**src/rtl/boot_pkg.sv**
```systemverilog
// Shared SPI boot protocol constants, state and error encodings.
// Used by the host-side streamer and by the target-side loader.
package boot_pkg;

  localparam logic [7:0]  BOOT_MODE_RD   = 8'h01;
  localparam logic [7:0]  BOOT_MODE_WR   = 8'h02;
  localparam logic [7:0]  BOOT_FILL_BYTE = 8'hFF;
  localparam logic [31:0] BOOT_TERM_WORD = 32'hFFFF_FFFF;

  typedef enum logic [2:0] {
    ST_IDLE  = 3'd0,
    ST_MODE  = 3'd1,
    ST_FETCH = 3'd2,
    ST_SEND  = 3'd3,
    ST_GAP   = 3'd4,
    ST_TERM  = 3'd5,
    ST_FIN   = 3'd6,
    ST_ERR   = 3'd7
  } boot_state_e;

  typedef enum logic [1:0] {
    BOOT_ERR_NONE   = 2'd0,
    BOOT_ERR_LEN    = 2'd1,
    BOOT_ERR_TERM   = 2'd2,
    BOOT_ERR_VERIFY = 2'd3
  } boot_err_e;

endpackage

```
**src/rtl/boot_gap_timer.sv**
```systemverilog
// Loadable down-counter: expired_o rises GAP_CYCLES clocks after load_i (GAP_CYCLES >= 1).
module boot_gap_timer #(
  parameter int GAP_CYCLES = 16
) (
  input  logic clk,
  input  logic rst,
  input  logic load_i,
  output logic expired_o
);

  localparam int CW = (GAP_CYCLES > 1) ? $clog2(GAP_CYCLES) : 1;
  localparam logic [CW-1:0] LOAD_VAL = CW'(GAP_CYCLES - 1);

  logic [CW-1:0] cnt_q, cnt_d;

  always_comb begin
    cnt_d = cnt_q;
    if (load_i) begin
      cnt_d = LOAD_VAL;
    end else if (cnt_q != '0) begin
      cnt_d = cnt_q - CW'(1);
    end
  end

  always_ff @(posedge clk or posedge rst) begin
    if (rst) cnt_q <= '0;
    else     cnt_q <= cnt_d;
  end

  assign expired_o = (cnt_q == '0);

endmodule

```
**src/rtl/boot_stream_tx.sv**
```systemverilog
// Host-side boot image streamer: mode byte, image words LSB-first, then the all-ones terminator.
// Define BOOT_STREAM_VERIFY_EN to check the target's word-counter echo on each word's first byte.
module boot_stream_tx
  import boot_pkg::*;
#(
  parameter int SRC_AW     = 10,
  parameter int MAX_WORDS  = 1024,
  parameter int GAP_CYCLES = 16
) (
  input  logic              clk,
  input  logic              rst,
  input  logic              start,
  input  logic [15:0]       i_len,
  output logic              busy,
  output logic              done,
  output logic              err,
  output logic [1:0]        err_code,
  output logic [15:0]       words_sent,
  output logic              o_src_cyc,
  output logic [SRC_AW-1:0] o_src_adr,
  input  logic [31:0]       i_src_dat,
  input  logic              i_src_ack,
  output logic              o_spi_cyc,
  output logic              o_spi_we,
  output logic [7:0]        o_spi_dat,
  input  logic              i_spi_ack,
  input  logic              i_spi_done,
  input  logic [7:0]        i_spi_rx
);

  localparam logic [15:0] MAX_LEN = 16'(MAX_WORDS);

  boot_state_e state_q, state_d, ret_q, ret_d;
  boot_err_e   err_code_q, err_code_d;
  logic [15:0] len_q, len_d, k_q, k_d, ws_q, ws_d;
  logic [31:0] shreg_q, shreg_d;
  logic [1:0]  b_q, b_d, term_q, term_d;
  logic [7:0]  spi_dat_q, spi_dat_d;
  logic        spi_cyc_q, spi_cyc_d, spi_wait_q, spi_wait_d;
  logic        src_cyc_q, src_cyc_d;
  logic        err_q, err_d;
  logic        gap_load, gap_expired, xfer_done, verify_bad;
  logic [15:0] k_inc;

  boot_gap_timer #(.GAP_CYCLES(GAP_CYCLES)) u_gap (
    .clk       (clk),
    .rst       (rst),
    .load_i    (gap_load),
    .expired_o (gap_expired)
  );

`ifdef BOOT_STREAM_VERIFY_EN
  // The target echoes the index of the previous word while receiving a word's first byte.
  assign verify_bad = (state_q == ST_SEND) && (b_q == 2'd0) && (k_q != 16'd0) &&
                      (i_spi_rx != 8'(k_q - 16'd1));
`else
  logic rx_unused;
  assign rx_unused  = ^i_spi_rx;
  assign verify_bad = 1'b0;
`endif

  assign k_inc = k_q + 16'd1;

  always_comb begin
    state_d    = state_q;
    ret_d      = ret_q;
    err_code_d = err_code_q;
    len_d      = len_q;
    k_d        = k_q;
    ws_d       = ws_q;
    shreg_d    = shreg_q;
    b_d        = b_q;
    term_d     = term_q;
    spi_dat_d  = spi_dat_q;
    spi_cyc_d  = spi_cyc_q;
    spi_wait_d = spi_wait_q;
    src_cyc_d  = src_cyc_q;
    err_d      = err_q;
    gap_load   = 1'b0;
    xfer_done  = 1'b0;

    // A done pulse coincident with ack finishes the exchange immediately.
    if (spi_cyc_q) begin
      if (i_spi_ack) begin
        spi_cyc_d = 1'b0;
        if (i_spi_done) xfer_done = 1'b1;
        else            spi_wait_d = 1'b1;
      end
    end else if (spi_wait_q && i_spi_done) begin
      spi_wait_d = 1'b0;
      xfer_done  = 1'b1;
    end

    case (state_q)
      ST_IDLE: begin
        if (start) begin
          if (i_len > MAX_LEN) begin
            state_d    = ST_ERR;
            err_d      = 1'b1;
            err_code_d = BOOT_ERR_LEN;
          end else begin
            state_d    = ST_MODE;
            len_d      = i_len;
            k_d        = 16'd0;
            ws_d       = 16'd0;
            err_d      = 1'b0;
            err_code_d = BOOT_ERR_NONE;
            spi_cyc_d  = 1'b1;
            spi_dat_d  = BOOT_MODE_WR;
          end
        end
      end

      ST_MODE, ST_TERM: begin
        if (xfer_done) begin
          state_d  = ST_GAP;
          ret_d    = state_q;
          gap_load = 1'b1;
        end
      end

      ST_SEND: begin
        if (xfer_done) begin
          if (verify_bad) begin
            state_d    = ST_ERR;
            err_d      = 1'b1;
            err_code_d = BOOT_ERR_VERIFY;
          end else begin
            state_d  = ST_GAP;
            ret_d    = ST_SEND;
            gap_load = 1'b1;
          end
        end
      end

      ST_FETCH: begin
        if (src_cyc_q && i_src_ack) begin
          src_cyc_d = 1'b0;
          if (i_src_dat == BOOT_TERM_WORD) begin
            state_d    = ST_ERR;
            err_d      = 1'b1;
            err_code_d = BOOT_ERR_TERM;
          end else begin
            state_d   = ST_SEND;
            shreg_d   = i_src_dat;
            b_d       = 2'd0;
            spi_cyc_d = 1'b1;
            spi_dat_d = i_src_dat[7:0];
          end
        end
      end

      ST_GAP: begin
        if (gap_expired) begin
          case (ret_q)
            ST_MODE: begin
              if (len_q == 16'd0) begin
                state_d   = ST_TERM;
                term_d    = 2'd0;
                spi_cyc_d = 1'b1;
                spi_dat_d = BOOT_FILL_BYTE;
              end else begin
                state_d   = ST_FETCH;
                src_cyc_d = 1'b1;
              end
            end
            ST_SEND: begin
              if (b_q != 2'd3) begin
                state_d   = ST_SEND;
                shreg_d   = shreg_q >> 8;
                b_d       = b_q + 2'd1;
                spi_cyc_d = 1'b1;
                spi_dat_d = shreg_q[15:8];
              end else begin
                ws_d = ws_q + 16'd1;
                k_d  = k_inc;
                if (k_inc == len_q) begin
                  state_d   = ST_TERM;
                  term_d    = 2'd0;
                  spi_cyc_d = 1'b1;
                  spi_dat_d = BOOT_FILL_BYTE;
                end else begin
                  state_d   = ST_FETCH;
                  src_cyc_d = 1'b1;
                end
              end
            end
            ST_TERM: begin
              if (term_q == 2'd3) begin
                state_d = ST_FIN;
              end else begin
                state_d   = ST_TERM;
                term_d    = term_q + 2'd1;
                spi_cyc_d = 1'b1;
                spi_dat_d = BOOT_FILL_BYTE;
              end
            end
            default: state_d = ST_IDLE;
          endcase
        end
      end

      ST_FIN:  state_d = ST_IDLE;
      ST_ERR:  state_d = ST_IDLE;
      default: state_d = ST_IDLE;
    endcase
  end

  always_ff @(posedge clk or posedge rst) begin
    if (rst) begin
      state_q    <= ST_IDLE;
      ret_q      <= ST_IDLE;
      err_code_q <= BOOT_ERR_NONE;
      len_q      <= 16'd0;
      k_q        <= 16'd0;
      ws_q       <= 16'd0;
      shreg_q    <= 32'd0;
      b_q        <= 2'd0;
      term_q     <= 2'd0;
      spi_dat_q  <= 8'd0;
      spi_cyc_q  <= 1'b0;
      spi_wait_q <= 1'b0;
      src_cyc_q  <= 1'b0;
      err_q      <= 1'b0;
    end else begin
      state_q    <= state_d;
      ret_q      <= ret_d;
      err_code_q <= err_code_d;
      len_q      <= len_d;
      k_q        <= k_d;
      ws_q       <= ws_d;
      shreg_q    <= shreg_d;
      b_q        <= b_d;
      term_q     <= term_d;
      spi_dat_q  <= spi_dat_d;
      spi_cyc_q  <= spi_cyc_d;
      spi_wait_q <= spi_wait_d;
      src_cyc_q  <= src_cyc_d;
      err_q      <= err_d;
    end
  end

  assign busy       = (state_q inside {ST_MODE, ST_FETCH, ST_SEND, ST_GAP, ST_TERM});
  assign done       = (state_q == ST_FIN);
  assign err        = err_q;
  assign err_code   = err_code_q;
  assign words_sent = ws_q;
  assign o_src_cyc  = src_cyc_q;
  assign o_src_adr  = k_q[SRC_AW-1:0];
  assign o_spi_cyc  = spi_cyc_q;
  assign o_spi_we   = spi_cyc_q;
  assign o_spi_dat  = spi_dat_q;

endmodule
```
**config.mk**
```make
export PLATFORM = sky130hd
export DESIGN_NAME = boot_stream_tx
export DESIGN_NICKNAME = d
export VERILOG_FILES = /design/src/rtl/boot_pkg.sv /design/src/rtl/boot_gap_timer.sv /design/src/rtl/boot_stream_tx.sv
export SDC_FILE = /design/constraint.sdc
export NUM_CORES = 1
export LEC_CHECK = 0
export CORE_ASPECT_RATIO = 0.7
export CORE_MARGIN = 5
export CORE_UTILIZATION = 55
export CTS_CLUSTER_DIAMETER = 80
export DETAILED_ROUTE_END_ITERATION = 10
export DONT_BUFFER_PORTS = 1
export GPL_ROUTABILITY_DRIVEN = 0
export MAX_ROUTING_LAYER = met4
export PLACE_DENSITY = 0.74
export SYNTH_ARGS = -nofsm -noshare
export SYNTH_HDL_FRONTEND = slang
export SYNTH_SLANG_ARGS = --single-unit
```
**constraint.sdc**
```tcl
create_clock -name clk -period 8.8 [get_ports clk]
set_input_delay 1.32 -clock clk [delete_from_list [all_inputs] [get_ports clk]]
set_output_delay 1.32 -clock clk [all_outputs]
set_load 0.05 [all_outputs]
```
==> results.md <==
* Final net count at ~660
* P&R area growth vs syn at 5.18%
* DRC Markers at 0
* Slew Limit Fails at 0
* R2R Setup Slk at around 5.1 ns
* Worst hold start: shreg_q[10]
* Kind of critical path: flop to flop
* Synthesized area at around 5700 um2
* # placed instances at 712
* Capturing element type of the critical path: flop
* Leakage at 0.00260 uW
* Clk_skew at roughly 0.009 ns
* Later-pin clock latency in the skew report at 0.35 ns
* Most frequent cell on the critical path: nand2_1
* Grt met2 use at about a third
* Met3 usage at around 5.7%
* Post-CTS setup buffer count at 0
* Via density per instance at 6.33
* Cell Rows at 31
* Die Wd at between 100 and 150 um
* Antenna cells at 0
* H-tree lvl count at 3
* Outcome: finished, final reports clean
* PD cells at between 300 and 400 nW/um2
* Clock Sinks at 100
* Worst Setup Start Kind: flop
* Hold endpoint: shreg_q[10]
* Unique cell type count in the Yosys netlist at 63
* Clock transition at path regs at ~0.070 ns
* I/O pin count at approximately 100
* Slew Limit Headroom at 26.4%
* Crit-path cells: ha_1 -> nand3_1 -> nor4_1 -> a21oi_1 -> a2111oi_4 -> nand2_1 -> o21a_1 -> o311a_1 -> nand2_1
* Grt total ovfl at 0
* RSZ-0062 raised after global routing: false
* Final worst path period share at about two fifths
* Post-layout util at approximately three fifths
* Post-synth EDFFs at 0
* R2R Path Start: k_q[0]
* Largest net degree at the start of global routing at 57
* First-pass GRT wire length at 22,100 um
* Worst slew pin tran at 1.11 ns
* Max VDD drop at about 180 uV
* Worst-case clock buffer depth at 2
* Worst Path Arrival at 3.94 ns
* CP max stage delay at just over 0.8 ns
* CP delay by family, top: compound AO/OA/AOI/OAI gates
* Antenna viol nets, final at 0
* Synth Register Bits at 100
* CTS tree: built
* Gate Count Post-Synth at just over 600
* Max Cap Viol at 0
* CTS resizes at 0
* Core Box Area at between 10,000 and 15,000 um2
* Avg Inst Size Synth at 9.25 um2
* Most frequent cells after synthesis: 100 x dfrtp_1, 94 x nand2_1, 57 x o21ai_0, 44 x nor2_1, 30 x nand3_1
* F_max at 274 MHz
* Initial antenna violation count at 0
* Highest fanout seen on the critical path at 18
* Cell Count, Final, Fillers Out at ~730
* Cts hold-fix bufs at 0
* GR peak layer: met2
* Area leader, netlist: dfrtp_1
* Per-cell routed wire length at between 15 and 20 um
* Die Ht at approximately 95 um
* Via Count at about 4,600
* Buffers added on ports at 0
* Post-synth top flop: dfrtp_1
* GRT met1 Usage at a little under a third
* Vias in the first global route at around 4,200
* WP buf/inv at 0
* Worst reg2reg path depth at 9
* CTS Buf Count at 9
* Setup TNS at 0 ns
* CTS Root Cell: clkbuf_16
* Reg-to-Reg End: o_spi_dat[3]
* Synth async-reset ratio at 100%
* 1st-pass router iterations at 6
* Fill cells at slightly below 900
* Hold depth at 2
* Initial drt markers at approximately 450
* Tmin final at about 3.7 ns
* Crit path max-delay cell type: dfrtp_1
* Hold violation count in the final report at 0
* Worst Path Required at between 9 and 10 ns
* Register area share after synthesis at roughly 44%
* Final setup vio count at 0
* Total GRT Usage at roughly 22%
* Most common cell in the netlist: dfrtp_1
* DRT Wirelength at about 14,000 um
* Initial Util at approximately 56%
* Die area at roughly 13,000 um2
* Final HPWL DP at roughly 9900 um
* Top post-synthesis cells by area: dfrtp_1 44%, nand2_1 6.2%, o21ai_0 5.0%, xnor2_1 3.2%, xor2_1 3.1%
* Worst min-delay path class: flop to flop
* Syn_nets at ~680
* Share of cells above drive strength 1 at 9.06%
* Synth top area share at between 40% and 50%
* Syn. warnings at 0
cell usage in the layout (no fill, tap or decap), types with 10 or more instances in the layout:
master    count
mux2_2       12
nand4_1      18
nor2_1       44
xor2_1       20
nand3_1      30
o21ai_0      57
xnor2_1      21
dfrtp_1     100
o211ai_1     10
nand2_1      94
nor3_1       13
a21oi_1      16
and2_1       10
mux2i_1      16
power breakdown:
| part | switching, uW | leakage [uW] | internal [uW] |
|---|---|---|---|
| logic | 403 | 0.00113 | 256 |
| clock network | 181 | 0.000155 | 231 |
| registers | 359 | 0.00131 | 592 |
| total | 943 | 0.00260 | 1080 |
how the worst max path moves through the flow:
stage	slack, ns	from	cells after the start	end
2_1_floorplan	4.86	rst	1	b_q[0]
3_3_place_gp	4.96	i_len[0]	9	words_sent[4]
3_5_place_dp	4.89	i_len[0]	9	words_sent[4]
4_1_cts	5.24	k_q[0]	9	o_spi_dat[3]
5_1_grt	5.01	k_q[0]	9	o_spi_dat[2]
6_report	5.15	k_q[0]	9	o_spi_dat[3]
through the flow:
stage                     area, um2  power [uW]  hold WS [ns]  setup WS, ns
after global placement         5680        1570         0.458          4.96
after CTS                      5990        2020         0.482          5.24
final                          5990        2020         0.479          5.15
after global routing           5990        2140         0.509          5.01
after detailed placement       5680        1600         0.466          4.89
after floorplan                5700        1500         0.445          4.86
area by class of cell:
| cell class | instances | area, um2 | share of cell area [%] |
|---|---|---|---|
| Timing Repair Buffer | 6 | 45.0 | 0.752 |
| Tap cell | 132 | 165 | 2.76 |
| Inverter | 12 | 48.8 | 0.815 |
| Multi-Input combinational cell | 462 | 2920 | 48.7 |
| Clock inverter | 6 | 72.6 | 1.21 |
| Sequential cell | 100 | 2500 | 41.8 |
| Clock buffer | 10 | 239 | 3.99 |
sequential cells by signal, summed over array words and instances, names as in the netlist:
name and flops:
k_q 16, b_q 2, err 1, ret_q 3
o_spi_dat 8, o_spi_cyc 1, o_src_cyc 1, words_sent 16
u_gap.cnt_q 4, shreg_q 24, state_q 3, len_q 16
term_q 2, spi_wait_q 1, err_code 2
per-layer routing:
metal / routed length, um / part of all wire, % / vias to the layer above
met1: 6430 / 47 / 2244
met2: 6110 / 45 / 177
met4: 176 / 1.3 / 0
met3: 997 / 7.3 / 25
met5: 0 / 0 / -
li1: - / - / 2159
tightest hold or removal path, cell delays in order (launching register included):
cell and delay (ns):
dfrtp_1 0.34, nand2_1 0.04, o21ai_0 0.06
cell families after synthesis:
group / count (synthesis) / share of synthesized area [%]
xor gates and xnor gates: 41 / 6.31
AOI/OAI and AO/OA: 135 / 15.8
and+or+nand+nor: 252 / 22.4
muxes: 29 / 5.45
buffers and inverters: 54 / 4.99
DFF: 100 / 43.9
adders and majority gates: 5 / 1.10
Note: power is estimated with default switching activity, not from simulation.
